<file path="config.mk">
export PLATFORM = sky130hd
export DESIGN_NAME = program_loader
export DESIGN_NICKNAME = d
export VERILOG_FILES = /design/src/rtl/isa_pkg.sv /design/src/rtl/instruction_encoder.sv /design/src/rtl/program_loader.sv
export SDC_FILE = /design/constraint.sdc
export NUM_CORES = 1
export LEC_CHECK = 0
export CORE_UTILIZATION = 43
export CTS_BUF_LIST = sky130_fd_sc_hd__clkbuf_16
export DETAILED_ROUTE_END_ITERATION = 8
export PLACE_DENSITY = 0.75
export SLEW_MARGIN = 0
export SYNTH_ARGS = -nofsm -noshare
export SYNTH_HDL_FRONTEND = slang
export SYNTH_HIERARCHICAL = 1
export SYNTH_SLANG_ARGS = --single-unit
</file>
<file path="constraint.sdc">
create_clock -name clk -period 1.92 [get_ports clk]
set_clock_uncertainty 0.05 [all_clocks]
set_input_delay 0.384 -clock clk [delete_from_list [all_inputs] [get_ports clk]]
set_output_delay 0.384 -clock clk [all_outputs]
set_load 0.02 [all_outputs]
</file>
<file path="src/rtl/isa_pkg.sv">
// ---------------------------------------------------------------------------
// isa_pkg
// Shared instruction-set definitions for the 27-bit instruction word.
// The field layout is used by instruction_register (splits the word),
// instruction_encoder / program_loader (builds the word) and the control unit.
//
//   [26:23] opcode   [22:18] rd   [17:13] rs1   [12:8] rs2   [7:0] immediate
// ---------------------------------------------------------------------------
package isa_pkg;

    // Field widths
    localparam int unsigned OPCODE_W = 4;
    localparam int unsigned REG_W    = 5;
    localparam int unsigned IMM_W    = 8;
    localparam int unsigned INSTR_W  = 27;

    // Field LSB positions inside the instruction word
    localparam int unsigned OPCODE_LSB = 23;
    localparam int unsigned RD_LSB     = 18;
    localparam int unsigned RS1_LSB    = 13;
    localparam int unsigned RS2_LSB    = 8;
    localparam int unsigned IMM_LSB    = 0;

    // Opcodes understood by the multicycle core
    typedef enum logic [OPCODE_W-1:0] {
        OP_NOP  = 4'h0,
        OP_ADD  = 4'h1,
        OP_SUB  = 4'h2,
        OP_ADDI = 4'h3,
        OP_AND  = 4'h4,
        OP_OR   = 4'h5,
        OP_LD   = 4'h6,
        OP_ST   = 4'h7,
        OP_BEQ  = 4'h8,
        OP_JMP  = 4'h9,
        OP_HALT = 4'hF
    } opcode_e;

endpackage

</file>
<file path="src/rtl/instruction_encoder.sv">
// ---------------------------------------------------------------------------
// instruction_encoder
// Purely combinational packer: places the five instruction fields at their
// positions in a 27-bit word. It is the exact inverse of the field split done
// by instruction_register.
//
// Ports:
//   opcode_i  in   4   opcode field
//   rd_i      in   5   destination register
//   rs1_i     in   5   first source register
//   rs2_i     in   5   second source register
//   imm_i     in   8   immediate
//   instr_o   out  27  packed instruction word
// ---------------------------------------------------------------------------
module instruction_encoder
    import isa_pkg::*;
(
    input  logic [OPCODE_W-1:0] opcode_i,
    input  logic [REG_W-1:0]    rd_i,
    input  logic [REG_W-1:0]    rs1_i,
    input  logic [REG_W-1:0]    rs2_i,
    input  logic [IMM_W-1:0]    imm_i,
    output logic [INSTR_W-1:0]  instr_o
);

    // Drop each field into its slot; the slots tile the whole word, so the
    // zero default is only there to keep the block obviously latch-free.
    always_comb begin
        instr_o = '0;
        instr_o[OPCODE_LSB +: OPCODE_W] = opcode_i;
        instr_o[RD_LSB     +: REG_W]    = rd_i;
        instr_o[RS1_LSB    +: REG_W]    = rs1_i;
        instr_o[RS2_LSB    +: REG_W]    = rs2_i;
        instr_o[IMM_LSB    +: IMM_W]    = imm_i;
    end

endmodule

</file>
<file path="src/rtl/program_loader.sv">
// ---------------------------------------------------------------------------
// program_loader
// Packs instruction fields into 27-bit words and streams them into
// instruction memory at consecutive addresses starting from 0. The CPU is
// held in reset (cpu_hold) until a HALT instruction has been written, so a
// whole program is in place before the core starts fetching.
//
// Ports:
//   clk           in   1             rising-edge clock
//   reset         in   1             synchronous, active-high
//   start         in   1             pulse that begins a (re)load
//   opcode        in   4             field to pack
//   reg_dest      in   5             field to pack
//   reg_source_1  in   5             field to pack
//   reg_source_2  in   5             field to pack
//   immediate     in   8             field to pack
//   in_valid      in   1             fields are valid
//   in_ready      out  1             loader accepts fields (decoded from state)
//   mem_we        out  1             memory write strobe, one cycle per word
//   mem_addr      out  ADDR_WIDTH    write address
//   mem_data      out  27            packed instruction word
//   cpu_hold      out  1             keeps the CPU in reset while high
//   done          out  1             load finished with HALT
//   overflow      out  1             memory filled without a HALT
//   word_count    out  ADDR_WIDTH+1  words written in the current load
// ---------------------------------------------------------------------------
module program_loader
    import isa_pkg::*;
#(
    parameter int              ADDR_WIDTH  = 8,
    parameter int              MEM_DEPTH   = 256,
    parameter logic [OPCODE_W-1:0] HALT_OPCODE = OP_HALT
)
(
    input  logic                  clk,
    input  logic                  reset,
    input  logic                  start,
    input  logic [OPCODE_W-1:0]   opcode,
    input  logic [REG_W-1:0]      reg_dest,
    input  logic [REG_W-1:0]      reg_source_1,
    input  logic [REG_W-1:0]      reg_source_2,
    input  logic [IMM_W-1:0]      immediate,
    input  logic                  in_valid,
    output logic                  in_ready,
    output logic                  mem_we,
    output logic [ADDR_WIDTH-1:0] mem_addr,
    output logic [INSTR_W-1:0]    mem_data,
    output logic                  cpu_hold,
    output logic                  done,
    output logic                  overflow,
    output logic [ADDR_WIDTH:0]   word_count
);

    localparam logic [1:0] ST_IDLE  = 2'd0;
    localparam logic [1:0] ST_LOAD  = 2'd1;
    localparam logic [1:0] ST_DONE  = 2'd2;
    localparam logic [1:0] ST_ERROR = 2'd3;

    // word_count is one bit wider than the address so a full memory can be
    // counted; the last legal address is compared at that width.
    localparam logic [ADDR_WIDTH:0] LAST_ADDR = (ADDR_WIDTH+1)'(MEM_DEPTH - 1);
    localparam logic [ADDR_WIDTH:0] COUNT_ONE = (ADDR_WIDTH+1)'(1);

    logic [1:0]            state_q,      state_d;
    logic [ADDR_WIDTH:0]   word_count_q, word_count_d;
    logic                  mem_we_q,     mem_we_d;
    logic [ADDR_WIDTH-1:0] mem_addr_q,   mem_addr_d;
    logic [INSTR_W-1:0]    mem_data_q,   mem_data_d;
    logic                  cpu_hold_q,   cpu_hold_d;
    logic                  done_q,       done_d;
    logic                  overflow_q,   overflow_d;

    logic [INSTR_W-1:0]    encodedWord;
    logic                  transfer;

    instruction_encoder u_encoder (
        .opcode_i (opcode),
        .rd_i     (reg_dest),
        .rs1_i    (reg_source_1),
        .rs2_i    (reg_source_2),
        .imm_i    (immediate),
        .instr_o  (encodedWord)
    );

    // in_ready is the only output not taken from a register; the source
    // sees it in the same cycle the state enters LOAD.
    assign in_ready = (state_q == ST_LOAD);
    assign transfer = in_valid && in_ready;

    // Next-state logic. mem_we defaults low every cycle so a write strobe
    // lasts exactly one cycle after its accepting edge. start is honoured
    // from IDLE, DONE and ERROR alike and always restarts at address 0.
    // A HALT is checked before the last-address test so a HALT landing in
    // the final slot still ends in DONE.
    always_comb begin
        state_d      = state_q;
        word_count_d = word_count_q;
        mem_we_d     = 1'b0;
        mem_addr_d   = mem_addr_q;
        mem_data_d   = mem_data_q;
        cpu_hold_d   = cpu_hold_q;
        done_d       = done_q;
        overflow_d   = overflow_q;

        case (state_q)
            ST_IDLE, ST_DONE, ST_ERROR: begin
                if (start) begin
                    state_d      = ST_LOAD;
                    word_count_d = '0;
                    done_d       = 1'b0;
                    overflow_d   = 1'b0;
                    cpu_hold_d   = 1'b1;
                end
            end
            ST_LOAD: begin
                if (transfer) begin
                    mem_we_d     = 1'b1;
                    mem_addr_d   = word_count_q[ADDR_WIDTH-1:0];
                    mem_data_d   = encodedWord;
                    word_count_d = word_count_q + COUNT_ONE;
                    if (opcode == HALT_OPCODE) begin
                        state_d    = ST_DONE;
                        done_d     = 1'b1;
                        cpu_hold_d = 1'b0;
                    end else if (word_count_q == LAST_ADDR) begin
                        state_d    = ST_ERROR;
                        overflow_d = 1'b1;
                    end
                end
            end
            default: begin
                state_d = ST_IDLE;
            end
        endcase
    end

    // State and output registers. Reset wins over everything, including a
    // start or a transfer on the same edge, and drops any pending write.
    always_ff @(posedge clk) begin
        if (reset) begin
            state_q      <= ST_IDLE;
            word_count_q <= '0;
            mem_we_q     <= 1'b0;
            mem_addr_q   <= '0;
            mem_data_q   <= '0;
            cpu_hold_q   <= 1'b1;
            done_q       <= 1'b0;
            overflow_q   <= 1'b0;
        end else begin
            state_q      <= state_d;
            word_count_q <= word_count_d;
            mem_we_q     <= mem_we_d;
            mem_addr_q   <= mem_addr_d;
            mem_data_q   <= mem_data_d;
            cpu_hold_q   <= cpu_hold_d;
            done_q       <= done_d;
            overflow_q   <= overflow_d;
        end
    end

    assign mem_we     = mem_we_q;
    assign mem_addr   = mem_addr_q;
    assign mem_data   = mem_data_q;
    assign cpu_hold   = cpu_hold_q;
    assign done       = done_q;
    assign overflow   = overflow_q;
    assign word_count = word_count_q;

endmodule

</file>
### After elaboration in Yosys (flattened, before gate mapping)

Cells that the tools add are included.

| storage, ports and cells | value |
|---|---|
| register bits after elaboration | 50 |
| word-level logic and storage cells | 51 |

| operators by class | value |
|---|---|
| add/subtract/negate cells | 1 |
| equal/unequal tests | 11 |
| mux-type cells | 21 |
| bitwise logic cells | 1 |
| reduce and logical (&&, ||, !) cells | 9 |

Operators by type and width:

| kind | number |
|---|---|
| 9-bit 2-to-1 mux | 2 |
| 9-bit one-hot mux with 2 select lines | 1 |
| 1-bit 2-to-1 mux | 10 |
| 9-bit by 1-bit adder with 9-bit output, second input constant | 1 |
| 9-bit by 8-bit equality test with 1-bit output, second input constant | 1 |
| 2-bit 2-to-1 mux | 4 |
| 2-bit by 1-bit inequality test with 1-bit output, second input constant | 3 |
| 1-bit one-hot mux with 2 select lines | 3 |
| 3-bit AND reduction | 2 |
| 2-bit equality test, second input constant | 2 |
| 4-bit equality test, second input constant | 1 |
| 2-bit inequality test, second input constant | 2 |
| 2-bit one-hot mux with 2 select lines | 1 |
| 2-bit AND reduction | 2 |
| 4-bit AND reduction | 1 |
| 3-bit by 1-bit inequality test with 1-bit output, second input constant | 1 |
| 3-bit OR reduction | 1 |
| 2-bit by 1-bit equality test with 1-bit output, second input constant | 1 |
| 2-bit zero test | 1 |
| 2-bit OR reduction | 1 |
| 1-bit logical AND | 1 |
| 1-bit NOT | 1 |

### Logic depth before layout (Yosys ltp)

Gate-level depths: netlist of the first run.

| logic depth | value |
|---|---|
| depth in word-level cells | 5 |
| depth in mapped cells | 7 |
| mapped depth without buffers | 7 |

### By module

Netlist of the first run, hierarchy kept.

Modules (own cells, without submodules):

| module | instances | cells each | area each (um2) |
|---|---|---|---|
| program_loader | 1 | 232 | 1,858.0 |
| instruction_encoder | 1 | 27 | 202.7 |

### Worst setup path before layout of the first run

No wires, ideal clock.

| path | value |
|---|---|
| kind | register to register |
| start | register word_count_q[0] (netlist: word_count[0]) |
| end | register state_q[1] |
| data arrival time | 1.463 ns |
| slack | 0.292 ns |
| stages on the path, launching flop included | 8 |
| period minus slack after synthesis | 1.628 ns |
| cells stage by stage | dfxtp_1 > ha_1 > and2_1 > and3_1 > ha_1 > nand2b_1 > a21oi_1 > nor2_1 |

| on the way | value |
|---|---|
| longest elaborated chain between the ends | 3 |

Ends and longest elaborated chain:

| what | RTL line | source |
|---|---|---|
| start, declared | program_loader.sv:65 | `logic [ADDR_WIDTH:0] word_count_q, word_count_d;` |
| start signal, assigned | program_loader.sv:151 | `word_count_q <= word_count_d;` |
| 9-bit by 8-bit equality test with 1-bit output | program_loader.sv:125 | `end else if (word_count_q == LAST_ADDR) begin` |
| 3-bit by 1-bit inequality test with 1-bit output (no source line) | n/a |  |
| 3-bit AND reduction (no source line) | n/a |  |
| end signal, assigned | program_loader.sv:150 | `state_q <= state_d;` |
| end, declared | program_loader.sv:64 | `logic [1:0] state_q, state_d;` |

No other way between the ends.
A chain may end at the register's enable or synchronous reset.

### Worst setup path in the final report of the first run

| path | value |
|---|---|
| start | register word_count_q[3] (netlist: word_count[3]) |
| end | output port word_count[3] |

RTL lines:

| what | RTL line | source |
|---|---|---|
| end, declared | program_loader.sv:51 | `output logic [ADDR_WIDTH:0] word_count` |

No word-level cell between the ends.

==> results of run 1 <==
-- sequential cells by signal, summed over array words and instances, names as in the netlist --
| signal | flops |
|---|---|
| word_count | 9 |
| done | 1 |
| overflow | 1 |
| cpu_hold | 1 |
| mem_data | 27 |
| mem_we | 1 |
| state_q | 2 |
| mem_addr | 8 |
-- through the flow --
stage	cells	power (mW)
after floorplan	259	1.26
after global placement	358	1.37
after detailed placement	358	1.37
after CTS	366	2.34
after global routing	366	2.41
final	366	2.31
-- cells by family after synthesis --
group | after synthesis | synth area share [%]
flops | 50 | 48.6
buf+inv | 44 | 13.2
fa+ha+maj | 2 | 1.21
compound gates | 56 | 14.5
simple gates | 107 | 22.5
-- per-layer routing --
| metal | up-vias | global-route usage, % | share of wire (%) |
|---|---|---|---|
| li1 | 928 | - | - |
| met1 | 818 | 23.6 | 44 |
| met2 | 57 | 29.7 | 49 |
| met3 | 2 | 4.78 | 6.3 |
| met4 | 0 | 6.67 | 0.85 |
| met5 | - | 0 | 0 |
-- how the worst max path moves through the flow --
stage / from / end / cells after the start / slack (ns)
after floorplan: word_count[0] / state_q[1] / 7 / 0.29
after global placement: in_valid / word_count[7] / 6 / 0.02
after detailed placement: in_valid / word_count[7] / 6 / 0.003
after CTS: word_count[3] / word_count[3] / 1 / 0.04
after global routing: word_count[3] / word_count[3] / 1 / 0.004
final: word_count[3] / word_count[3] / 1 / 0.04
-- Yosys cell counts, types with 2 or more instances --
master    number
or3_1          4
ha_1           2
buf_2          5
a21oi_1       46
clkbuf_1       7
and3_1         2
dfxtp_1       50
or4_1          2
nand2_1       80
buf_1          2
nor2_1         8
nand3_1        2
nand4_1        2
buf_4         27
o21ai_0        3
inv_1          3
o211ai_1       3
-- power by group through the flow --
stage          Sequential (mW)  Clock (mW)  Combinational [mW]
4_1_cts                   1.08       0.991               0.269
3_5_place_dp              1.10           0               0.268
5_1_grt                   1.08        1.03               0.291
3_3_place_gp              1.10           0               0.266
6_report                  1.08       0.958               0.267
2_1_floorplan             1.13           0               0.127
-- area by class of cell --
cell class	instances	area (µm²)
Clock buffer	5	125
Timing Repair Buffer	88	853
Inverter	3	11.3
Sequential cell	50	1000
Multi-Input combinational cell	165	787
Clock inverter	3	41.3
Fill cell	403	1590
Tap cell	52	65.1
==> metrics.md, run 1 <==
| Metric | Value |
|---|---|
| Outcome | `finished with violations` |
| Violations in the final reports | `design-rule violations` |
| Cells taking the most area after synthesis | `dfxtp_1, nand2_1, a21oi_1` |
| Worst-case reg-to-reg path depth | `7` |
| Register area share after synthesis | `48.6%` |
| Post-detailed-placement cell area | `2720 µm²` |
| RR Endpoint | `state_q[1]` |
| FFs w/ async S/R, synth | `0%` |
| Dominant cell type by area after synthesis | `dfxtp_1` |
| Most frequent cells in the layout | `nand2_1, clkdlybuf4s50_1, dfxtp_1` |
| Dpl hpwl | `3120 µm` |
| FMAX | `532 MHz` |
| Final critical delay including setup and external delays | `1.88 ns` |
| Fraction of layout cells with a size suffix above 1 | `6.37%` |
| Static Leak | `1.04 nW` |
| DRC violations left | `5` |
| Number of setup buffers added after CTS | `0` |
| DR iter-0 viols | `73` |
| Final antenna diode count | `0` |
| Initial Util | `46.1%` |
| Final design instance area without fill | `2890 µm²` |
| Most frequent standard cell in the layout excluding fill and tap cells | `nand2_1` |
| Placement Rows | `24` |
| Final wirelength | `4460 µm` |
| Cts-stage hold buffer count | `0` |
| Post-synth EDFFs | `0` |
| Synth top area share | `48.6%` |
| RSZ-0062 raised after global routing | `false` |
| Global-route usage over all layers | `18.3%` |
| Buffers and inverters on the worst path | `1` |
| Top-Level Pins | `80` |
| Mapped Area | `2060 µm²` |
| Synthesis-to-finish area growth | `40.0%` |
| Share of the core filled with cells in the final layout | `64.5%` |
| Count of port buffers added during placement | `79` |
| Number of CTS-inserted buffers | `5` |
| Most instantiated flip-flop cell in the synthesis netlist | `dfxtp_1` |
| Number of pins exceeding their max-slew limit in the final report | `0` |
| Final Hold Viols | `0` |
| CTS Root Cell | `clkbuf_16` |
| Syn_nets | `292` |
| Worst R2R Setup Slack | `0.23 ns` |
| Final critical-path setup slack | `0.0403 ns` |
| Critical path type | `reg2out` |
| Final RePlAce weighted congestion | `0.791` |
| Switching Share | `21.5%` |
| Crit end category | `output port` |
| Sequential power share | `46.9%` |
| Worst min path class | `reg2reg` |
| Mean Syn Cell Area | `7.96 µm²` |
| Average via count per standard cell | `4.93` |
| Nets@finish | `346` |
| Bufs on Longest Clock Path | `2` |
| Post-route clock period utilization | `97.9%` |
| Antenna Nets Post-Route | `0` |
| Antenna violations before repair | `0` |
| Hold path cells | `2` |
| Worst hold margin | `0.402 ns` |
| Via count of the first global-routing pass | `1591` |
| Grt ovf | `0` |
| Number of endpoints failing setup at the final stage | `0` |
| Count of instances resized after the clock tree is built | `0` |
| Core Region | `4470 µm²` |
| Clock tree sinks | `50` |
| Total internal power | `1.81 mW` |
| Full die area | `5070 µm²` |
| Stage delay of the slowest cell on the critical path | `0.67 ns` |
| Instance count of the mapped netlist | `259` |
| Critical Path AT | `1.45 ns` |
| CTS tree | `done` |
| Max Cap Violations | `0` |
| Worst Hold End | `mem_data[14]` |
| Category of cells accounting for the largest share of critical-path delay | `buffers and inverters` |
| Die Span Y | `71.2 µm` |
| Warnings, synthesis | `6` |
| Critical Path RT | `1.49 ns` |
| Standard cell with the maximum stage delay on the critical path | `clkdlybuf4s50_1` |
| Routed vias | `1805` |
| Latest clock arrival within the worst-skew pair | `0.28 ns` |
| Power Dens Cells | `799 nW/µm²` |
| Synthesis-stage register bit count | `50` |
| Worst Max-Slew Pin Slew | `0.390 ns` |
| Post-synth cell types | `28` |
| List of cells traversed by the critical path | `clkdlybuf4s50_1` |
| Global-route wire length before repair | `7360 µm` |
| TNS Setup | `0 ns` |
| Worst ir drop on vdd | `0.589 mV` |
| Reg-to-reg startpoint | `word_count[0]` |
| Deepest level of the CTS H-tree | `2` |
| Clock network power share | `41.5%` |
| Max FO, Critical Path | `9` |
| Pre-CTS setup slack | `0.00346 ns` |
| Combinational group share of total power | `11.6%` |
| First drt pass iteration count | `6` |
| Clk slew on worst S/H paths | `0.06 ns` |
| Die W | `71.2 µm` |
| Kind of launch point of the worst setup path | `flip-flop` |
| Power spent charging and discharging nets | `497 µW` |
| Average wire length per cell after detail routing | `12.2 µm` |
| Largest net degree at the start of global routing | `38` |
| Worst slew margin | `74.0%` |
| Min-delay src | `mem_data[14]` |
Power figures use the tool's default switching activity.
==> run 2, diff against run 1 <==
--- a/config.mk
+++ b/config.mk
@@ -9,6 +9,7 @@
 export CTS_BUF_LIST = sky130_fd_sc_hd__clkbuf_16
 export DETAILED_ROUTE_END_ITERATION = 8
 export PLACE_DENSITY = 0.75
+export RECOVER_POWER = 25
 export SLEW_MARGIN = 0
 export SYNTH_ARGS = -nofsm -noshare
 export SYNTH_HDL_FRONTEND = slang
==> run 2 against run 1 <==
Net effect:
- the run still ends with design-rule violations left
- count of clock-buffer cells in the layout unchanged
- global-route usage did not move
- via count is 0.39% higher
- die area unchanged
- first-iteration DRC count decreased by 9.6%
- power grew 0.14%
- non-clock buffer count did not move
- utilization decreased by 0.28 points
- critical path type unchanged
- largest cell class unchanged
==> metrics.md, run 2 (synthesized netlist as in run 1, its figures left out) <==
| Metric | Value |
|---|---|
| Antenna Nets Post-Route | `0` |
| Footprint of the flip-flops and latches | `1000 µm²` |
| Deepest level of the CTS H-tree | `2` |
| Worst R2R Setup Slack | `0.23 ns` |
| Full die area | `5070 µm²` |
| Fraction of layout cells with a size suffix above 1 | `5.73%` |
| Max FO, Critical Path | `9` |
| Most frequent cells in the layout | `nand2_1, clkdlybuf4s50_1, dfxtp_1` |
| CTS Root Cell | `clkbuf_16` |
| Initial Util | `46.1%` |
| Clock tree sinks | `50` |
| Crit end category | `output port` |
| Worst slew margin | `71.9%` |
| Stage delay of the slowest cell on the critical path | `0.67 ns` |
| Total internal power | `1.81 mW` |
| Grt ovf | `0` |
| Largest net degree at the start of global routing | `38` |
| Number of endpoints failing setup at the final stage | `0` |
| Worst Max-Slew Pin Slew | `0.421 ns` |
| DRC violations left | `5` |
| Violations in the final reports | `design-rule violations` |
| Core Region | `4470 µm²` |
| Buffers and inverters on the worst path | `1` |
| Number of pins exceeding their max-slew limit in the final report | `0` |
| Sequential power share | `46.8%` |
| CTS tree | `done` |
| Average wire length per cell after detail routing | `12.3 µm` |
| Number of flip-flops in the largest register | `27` |
| Post-route clock period utilization | `98.2%` |
| Category of cells accounting for the largest share of critical-path delay | `buffers and inverters` |
| Bufs on Longest Clock Path | `2` |
| Nets@finish | `346` |
| DR iter-0 viols | `66` |
| Final Hold Viols | `0` |
| Final critical-path setup slack | `0.0354 ns` |
| Die W | `71.2 µm` |
| Final RePlAce weighted congestion | `0.791` |
| Count of port buffers added during placement | `79` |
| Number of setup buffers added after CTS | `0` |
| Global-route usage over all layers | `18.3%` |
| TNS Setup | `0 ns` |
| Routed vias | `1812` |
| Power spent charging and discharging nets | `504 µW` |
| RSZ-0062 raised after global routing | `false` |
| Power Dens Cells | `804 nW/µm²` |
| Worst min path class | `reg2reg` |
| Via count of the first global-routing pass | `1591` |
| Average via count per standard cell | `4.95` |
| Pre-CTS setup slack | `0.00346 ns` |
| Placement Rows | `24` |
| Clock network power share | `41.8%` |
| Final antenna diode count | `0` |
| Outcome | `finished with violations` |
| Global-route wire length before repair | `7360 µm` |
| Dpl hpwl | `3120 µm` |
| Fill cell count | `407` |
| Most frequent standard cell in the layout excluding fill and tap cells | `nand2_1` |
| Top-Level Pins | `80` |
| Worst ir drop on vdd | `0.589 mV` |
| Static Leak | `1.03 nW` |
| First drt pass iteration count | `7` |
| Synthesis-to-finish area growth | `39.4%` |
| Final critical delay including setup and external delays | `1.88 ns` |
| Clk slew on worst S/H paths | `0.06 ns` |
| Final wirelength | `4490 µm` |
| Total area of multi-input combinational cells | `787 µm²` |
| Number of CTS-inserted buffers | `5` |
| Critical Path AT | `1.45 ns` |
| FMAX | `531 MHz` |
| Standard cell with the maximum stage delay on the critical path | `clkdlybuf4s50_1` |
| Critical Path RT | `1.49 ns` |
| Antenna violations before repair | `0` |
| Latest clock arrival within the worst-skew pair | `0.28 ns` |
| Combinational group share of total power | `11.4%` |
| Kind of launch point of the worst setup path | `flip-flop` |
| Die Span Y | `71.2 µm` |
| Switching Share | `21.8%` |
| List of cells traversed by the critical path | `clkdlybuf4s50_1` |
| Critical path type | `reg2out` |
| Max Cap Violations | `0` |
## run 2: worst paths after layout
| check | depth (start not counted) | endpoint | from |
|---|---|---|---|
| worst max-delay path | 1 | word_count[3] | word_count[3] |
| worst min-delay path | 2 | mem_data[14] | mem_data[14] |
| worst max register to register | 7 | state_q[1] | word_count[0] |
| worst min register to register | 2 | mem_data[14] | mem_data[14] |
## run 2: timing repair
item                       4_1_cts  5_1_grt
hold endpoints to repair         0        0
hold buffers                     0        0
setup endpoints to repair        0        1
resized for setup                0        1
## run 2: power by group through the flow
stage / combinational [mW] / clock [mW] / sequential, mW
5_1_grt: 0.287 / 1.03 / 1.08
2_1_floorplan: 0.127 / 0 / 1.13
4_1_cts: 0.269 / 0.991 / 1.08
3_5_place_dp: 0.268 / 0 / 1.10
3_3_place_gp: 0.266 / 0 / 1.10
6_report: 0.263 / 0.966 / 1.08
## run 2: final cells by class
| cell class | count | area share (%) |
|---|---|---|
| sequential | 50 | 34.9 |
| timing repair buffer | 88 | 29.3 |
| multi-input combinational | 165 | 27.4 |
| clock buffer | 5 | 4.36 |
| tap | 52 | 2.26 |
| clock inverter | 3 | 1.44 |
| inverter | 3 | 0.392 |
## run 2: stage by stage
step | area, µm² | hold WS (ns) | utilization (%) | std cells | power (mW)
6_report | 2870 | 0.402 | 64.2 | 366 | 2.31
5_1_grt | 2870 | 0.418 | 64.2 | 366 | 2.41
4_1_cts | 2880 | 0.404 | 64.5 | 366 | 2.34
3_5_place_dp | 2720 | 0.386 | 60.7 | 358 | 1.37
3_3_place_gp | 2720 | 0.383 | 60.7 | 358 | 1.37
2_1_floorplan | 2060 | 0.415 | - | 259 | 1.26
## run 2: per-layer routing
metal	part of all wire [%]	global-route usage [%]
met1	45	23.6
met2	48	29.7
met3	6.0	4.78
met4	0.85	6.67
met5	0	0
## run 2: worst reg2reg max path, stage by stage, from the launching register on
cell	delay [ns]
dfxtp_1	0.38
ha_1	0.24
and2_1	0.20
and3_1	0.20
ha_1	0.19
nand2b_1	0.14
a21oi_1	0.14
nor2_1	0.05
